[config.mk]
export PLATFORM = sky130hd
export DESIGN_NAME = full_adder_4
export DESIGN_NICKNAME = d
export VERILOG_FILES = /design/src/rtl/full_adder_4.sv
export SDC_FILE = /design/constraint.sdc
export NUM_CORES = 1
export LEC_CHECK = 0
export ABC_AREA = 1
export BUFFER_PORTS_ARGS = -buffer_cell sky130_fd_sc_hd__clkbuf_2
export CAP_MARGIN = 30
export CORE_AREA = 2 2 39 41
export CTS_CLUSTER_SIZE = 25
export DETAILED_ROUTE_END_ITERATION = 16
export DIE_AREA = 0 0 41 43
export HOLD_SLACK_MARGIN = 0.03
export PLACE_DENSITY = 0.63
export SYNTH_ARGS = -nofsm -noshare
export SYNTH_HDL_FRONTEND = slang
export SYNTH_SLANG_ARGS = --single-unit
[constraint.sdc]
create_clock -name clk -period 1.2 [get_ports clk]
set_input_delay 0.06 -clock clk [delete_from_list [all_inputs] [get_ports clk]]
set_output_delay 0.06 -clock clk [all_outputs]
set_load 0.02 [all_outputs]
[src/rtl/full_adder_4.sv]
// Registered ripple-carry adder: a chain of full-adder cells feeding an output
// register with valid strobe and two's-complement overflow flag.

module full_adder_cell (
  input  logic i_a,
  input  logic i_b,
  input  logic i_c,
  output logic o_s_c,
  output logic o_co_c
);

  logic w_p;

  assign w_p    = i_a ^ i_b;
  assign o_s_c  = w_p ^ i_c;
  assign o_co_c = (i_a & i_b) | (i_c & w_p);

endmodule

module full_adder_4 #(
  parameter int unsigned WIDTH = 4
) (
  input  logic             clk,
  input  logic             rst_n,
  input  logic             in_valid,
  input  logic [WIDTH-1:0] a,
  input  logic [WIDTH-1:0] b,
  input  logic             cin,
  output logic [WIDTH-1:0] s,
  output logic             cout,
  output logic             ovf,
  output logic             out_valid
);

  logic [WIDTH:0]   w_carry;
  logic [WIDTH-1:0] w_sum;
  logic             w_ovf;

  logic [WIDTH-1:0] r_s;
  logic             r_cout;
  logic             r_ovf;
  logic             r_out_valid;

  assign w_carry[0] = cin;

  // One cell per bit; carry ripples LSB to MSB.
  for (genvar gi = 0; gi < WIDTH; gi++) begin : g_cell
    full_adder_cell u_cell (
      .i_a    (a[gi]),
      .i_b    (b[gi]),
      .i_c    (w_carry[gi]),
      .o_s_c  (w_sum[gi]),
      .o_co_c (w_carry[gi+1])
    );
  end

  assign w_ovf = w_carry[WIDTH] ^ w_carry[WIDTH-1];

  // Results load only with in_valid, so X/Z on idle operands never reaches the outputs.
  always_ff @(posedge clk or negedge rst_n) begin
    if (!rst_n) begin
      r_s         <= '0;
      r_cout      <= 1'b0;
      r_ovf       <= 1'b0;
      r_out_valid <= 1'b0;
    end else begin
      r_out_valid <= in_valid;
      if (in_valid) begin
        r_s    <= w_sum;
        r_cout <= w_carry[WIDTH];
        r_ovf  <= w_ovf;
      end
    end
  end

  assign s         = r_s;
  assign cout      = r_cout;
  assign ovf       = r_ovf;
  assign out_valid = r_out_valid;

endmodule

==> flow_summary.ini, run 1 <==
[floorplanning]
die_x_um = 41
die_y_um = 43
core_um2 = 1384
rows = 14
die-area_um2 = 1763
io_pins = 19
initial_core_util = 0.2613

[power_and_ir_drop]
peakVddDrop_mv = 0.3098
p_leak_uw = 0.0003010
clockPowerShare = 0.305
p_sw_frac = 0.3111
p_per_area_nw_per_um2 = 1278
p_sw_uw = 216.8
p_int_uw = 480.2
combPwrFrac = 0.281
sequentialPowerShare = 0.414

[logic_synthesis]
synth_edf_count = 0
ys_async_sr_fraction = 1.000
ys_top_cells_by_area = dfrtp_1, fa_1, nand2_1
synth_flop_cell = dfrtp_1
yosysMostFrequentCell = nand2_1
synthTopCellsByCount = nand2_1, inv_1, dfrtp_1, fa_1, o21ai_1
synthDistinctLibCells = 8
mappedNetlistNets = 53
synth_top_cell_by_area = dfrtp_1
yosysWarnings = 0
yosysSeqAreaShare = 0.4844
avgSynthCellArea_um2 = 9.773
synth_top_area_frac = 0.4844
syn_area_um2 = 361.6
ys_ff_latch = 7
netlist_instances = 37

[timing]
rsz0062_at_grt = yes
period_share = 1.296
fmax_mhz = 643.2
finalWorstSetupSlack_ns = -0.3548
post-route-min-period_ns = 1.555
hold_viol = 0
slew_headroom = 0.8901
final_max_slew_viol_count = 0
finalSetupViolCount = 4
hold_ws_ns = 0.1680
tns_ns = -0.8595
worst_pin_slew_ns = 0.1648
skew_ns = 0

[finish]
nets = 79
antenna_cells = 0
layout-drive-gt1-share = 0.5161
final_core_util = 0.3942
area_growth_pct = 50.86
design_area_um2 = 545.5

[drt]
routedWlPerCell_um = 7.641
vias = 298
vias_per_cell = 3.821
drt-initial-drc-count = 7
dr.pass1.iters = 4
postRouteAntennaNets = 0
wirelength_um = 596
drc_errors = 0

[placed_design]
portBuffers = 18
placed_area_um2 = 481.7
dpl.hpwl_um = 503.7
gp_congestion = 0.6962

[global_route]
track_usage = 0.09174
antenna_found_initial = 0
grt_pass1_vias = 264
grt_max_degree = 10
overflow = 0
grt_pass1_wl_um = 1000

[status]
outcome = finished with violations
violations = setup timing

[clock_network]
numCtsBuffers = 3
cts_sinks = 7
cts_max_path_buffers = 2
clk_pin_slew_ns = 0.05
clock_latency_ns = 0.25
cts-root-buf = clkbuf_4
cts_max_level = 1
cts_tree = done

[setup_path]
crit_slowest_cell = fa_2
path_max_fanout = 2
cp.required_ns = 1.38
criticalPathCategory = primary input to flop
worst_ep_arrival_time_ns = 1.74
cpMostUsedCell = fa_2
crit_chain = buf_6 > fa_2 > inv_2 > fa_2 > inv_2 > fa_2 > inv_2 > fa_2 > o21ai_1
end_kind = flop
slowest_delay_ns = 0.41
reg2reg_slack_ns = 0.59
critPathLaunchType = primary input

[job]
drv_cap = 0

[worst_hold_path]
hp-class = primary input to asynchronous set/reset pin
-- state kept, by name, indices dropped and copies added (netlist names) --
signal and flops:
s 4, cout 1, out_valid 1, ovf 1
-- what timing repair did --
| action | 4_1_cts | 5_1_grt |
|---|---|---|
| hold endpoints to repair | 8 | 0 |
| setup buffers | 1 | 0 |
| setup endpoints to repair | 4 | 4 |
| pin swaps | 0 | 3 |
| gates resized for setup | 1 | 2 |
| hold buffers | 2 | 0 |
-- worst max-delay path: cells and delay by family --
kind | cells | cell delay [ns]
AO/OA/AOI/OAI | 1 | 0.12
buffers and inverters | 4 | 0.26
adder cells (fa/ha/maj) | 4 | 1.30
-- cells in the final DEF (no fill, tap or decap) --
master / instances
inv_1: 4
buf_6: 2
dfrtp_1: 7
inv_2: 5
fa_2: 4
dlygate4sd3_1: 2
nand3_1: 1
nand2_1: 13
o21ai_2: 1
clkbuf_2: 17
o21ai_1: 2
clkbuf_4: 3
clkbuf_1: 1
-- final cells by class --
type	instances	area, um2
clock buffers	4	26.28
multi-input cells	21	162.7
flip-flops and latches	7	175.2
inverters	9	33.78
fillers	146	838.3
well taps	16	20.02
repair buffers	21	127.6
-- routing by layer --
metal | global-route usage | up-vias | wire length [um]
met5 | 0 | - | 0
met4 | 0.1200 | 0 | 27
met3 | 0.03141 | 3 | 35
met2 | 0.1156 | 11 | 298
met1 | 0.09797 | 129 | 234
li1 | - | 155 | -
-- final timing paths --
check | endpoint | from | depth (start not counted)
min | s[1] | rst_n | 2
max in group asynchronous | ovf | rst_n | 2
max | s[3] | a[0] | 9
max reg2reg | cout | cout | 2
min reg2reg | s[0] | s[0] | 2
min in group clk | s[0] | a[0] | 4
-- power by group through the flow --
stage	Clock, uW	Combinational, uW	Sequential (uW)
after floorplan	0	70.0	334
final	213	196	288
after global routing	241	222	292
after CTS	219	197	289
after global placement	0	184	291
after detailed placement	0	184	293
-- cell families (layout without fill, tap and decap cells) --
kind of cell | Yosys count | count (layout) | share of synthesized area
adders and majority gates | 4 | 4 | 0.2215
AOI/OAI and AO/OA | 3 | 3 | 0.05191
buffers and inverters | 9 | 34 | 0.09342
DFF | 7 | 7 | 0.4844
and+or+nand+nor | 14 | 14 | 0.1488
-- per-stage QoR --
stage | worst slack, ns | cells | total power, uW
detailed placement | -0.6302 | 71 | 477.2
floorplan | -0.4837 | 37 | 404.0
global placement | -0.6283 | 71 | 474.8
global route | -0.4193 | 78 | 754.7
CTS | -0.3663 | 78 | 705.1
finish | -0.3548 | 78 | 697.0
Power figures use the tool's default switching activity.
==> run 2, diff against run 1 <==
Settings changed: PLACE_DENSITY 0.63 to 0.61, SYNTH_HIERARCHICAL set to 1.
==> flow_summary.ini, run 2 <==
[timing]
skew_ns = 0
slew_headroom = 0.8840
fmax_mhz = 584.7
rsz0062_at_grt = yes
finalSetupViolCount = 4
finalWorstSetupSlack_ns = -0.5102
hold_viol = 0
final_max_slew_viol_count = 0
post-route-min-period_ns = 1.710
period_share = 1.425
tns_ns = -1.560
worst_pin_slew_ns = 0.1740

[logic_synthesis]
yosysSeqAreaShare = 0.5091
ys_async_sr_fraction = 1.000
synthTopCellsByCount = nand2_1, dfrtp_1, fa_1, inv_1
ys_top_cells_by_area = dfrtp_1, fa_1, nand2_1
synth_top_cell_by_area = dfrtp_1
synth_top_area_frac = 0.5091
syn_area_um2 = 344.1
synthDistinctLibCells = 7
yosysMostFrequentCell = nand2_1
synth_edf_count = 0
synth_flop_cell = dfrtp_1
netlist_instances = 33
avgSynthCellArea_um2 = 10.43
mappedNetlistNets = 49
ys_ff_latch = 7
yosysWarnings = 6

[finish]
antenna_cells = 0
design_area_um2 = 526.8
layout-drive-gt1-share = 0.5172
final_common_cell = clkbuf_2
nets = 75
area_growth_pct = 53.09
final_cell_mix = clkbuf_2, nand2_1, dfrtp_1
largest_reg_flops = 4

[setup_path]
r2r_start = s[1]
reg2reg_slack_ns = 0.58
worst_ep_arrival_time_ns = 1.89
reg2regPathDepth = 2
end_kind = flop
criticalPathCategory = primary input to flop
r2r-end = s[1]
cp.required_ns = 1.38
critPathLaunchType = primary input
path_max_fanout = 3

[status]
violations = setup timing
outcome = finished with violations

[placed_design]
portBuffers = 18
placed_area_um2 = 464.2
dpl.hpwl_um = 579.3
gp_congestion = 0.6770

[power_and_ir_drop]
p_per_area_nw_per_um2 = 1323
p_sw_frac = 0.3115
sequentialPowerShare = 0.414
combPwrFrac = 0.287
p_leak_uw = 0.0002823
clockPowerShare = 0.300
peakVddDrop_mv = 0.4265
total_power_uw = 696.6
p_sw_uw = 217.0
p_int_uw = 479.6

[floorplanning]
die_y_um = 43
die-area_um2 = 1763
io_pins = 19
rows = 14
die_x_um = 41
initial_core_util = 0.2486
core_um2 = 1384

[job]
drv_cap = 0

[global_route]
track_usage = 0.09378
antenna_found_initial = 0
grt_max_degree = 8
grt_pass1_vias = 288
grt_pass1_wl_um = 1069
overflow = 0

[clock_network]
cts-root-buf = clkbuf_4
clock_latency_ns = 0.24
clk_pin_slew_ns = 0.05
cts_max_level = 1
cts_max_path_buffers = 2
numCtsBuffers = 3
cts_sinks = 7
cts_tree = done

[drt]
met2_length_um = 312
postRouteAntennaNets = 0
drt-initial-drc-count = 5
top_layer = met4
drc_errors = 0
dr_wl_met3_um = 68
routedWlPerCell_um = 9.203
wirelength_um = 681
vias_per_cell = 4.000
vias = 296
dr.pass1.iters = 2
wl_met1_um = 291

[worst_hold_path]
hp-class = primary input to asynchronous set/reset pin
run 2: changes by cell type in the layout (fill, tap and decap cells not counted):
cell	previous run	this run
inv_1	4	1
inv_2	5	2
nand2_1	13	16
o21ai_1	2	0
buf_4	0	1
buf_6	2	1
nand2_2	0	1
run 2: worst max path at each step:
| stage | slack (ns) | depth (start not counted) | start | end |
|---|---|---|---|---|
| 3_3_place_gp | -0.81 | 7 | a[0] | s[3] |
| 6_report | -0.51 | 7 | a[0] | s[3] |
| 3_5_place_dp | -0.84 | 7 | a[0] | s[3] |
| 2_1_floorplan | -0.66 | 8 | a[0] | ovf |
| 4_1_cts | -0.53 | 7 | a[0] | s[3] |
| 5_1_grt | -0.55 | 7 | a[0] | s[3] |
run 2: through the flow:
| step | cells | utilization | hold slack (ns) | worst slack [ns] |
|---|---|---|---|---|
| floorplan | 33 | - | -0.2356 | -0.6576 |
| detailed placement | 67 | 0.3354 | -0.09650 | -0.8426 |
| global placement | 67 | 0.3354 | -0.09713 | -0.8137 |
| finish | 74 | 0.3807 | 0.1733 | -0.5102 |
| global route | 74 | 0.3807 | 0.2015 | -0.5478 |
| CTS | 73 | 0.3689 | 0.1764 | -0.5309 |
run 2: area by class of cell:
cell class	instances	area, um2
Tap cell	16	20.02
Multi-Input combinational cell	23	170.2
Timing Repair Buffer	21	123.9
Fill cell	144	857.1
Clock buffer	4	26.28
Sequential cell	7	175.2
Inverter	3	11.26
run 2: kinds of logic after synthesis:
kind of cell,share of synthesized area
DFF,0.5091
adders and majority gates,0.2327
and+or+nand+nor,0.2000
AOI/OAI and AO/OA,0.02546
buffers and inverters,0.03272
run 2: critical path, stage by stage:
cell and delay, ns:
buf_6 0.09, fa_2 0.37, fa_2 0.35, fa_2 0.37, fa_2 0.54, nand2_2 0.04, nand2_1 0.06
run 2: timing repair:
action	in CTS	in global routing
setup buffers	0	1
setup endpoints to repair	4	4
hold endpoints to repair	8	0
gates resized for setup	0	2
pin swaps	4	1
hold buffers	2	0
run 2: layer usage:
| layer | global-route usage | vias up |
|---|---|---|
| li1 | - | 149 |
| met1 | 0.1014 | 130 |
| met2 | 0.1469 | 15 |
| met3 | 0.03141 | 2 |
| met4 | 0.06000 | 0 |
| met5 | 0 | - |
run 2: power groups by stage:
stage               combinational (uW)  clock [uW]  sequential [uW]
floorplan                         64.7           0              334
global placement                   181           0              291
detailed placement                 189           0              293
CTS                                194         215              289
global route                       227         233              291
finish                             200         209              288
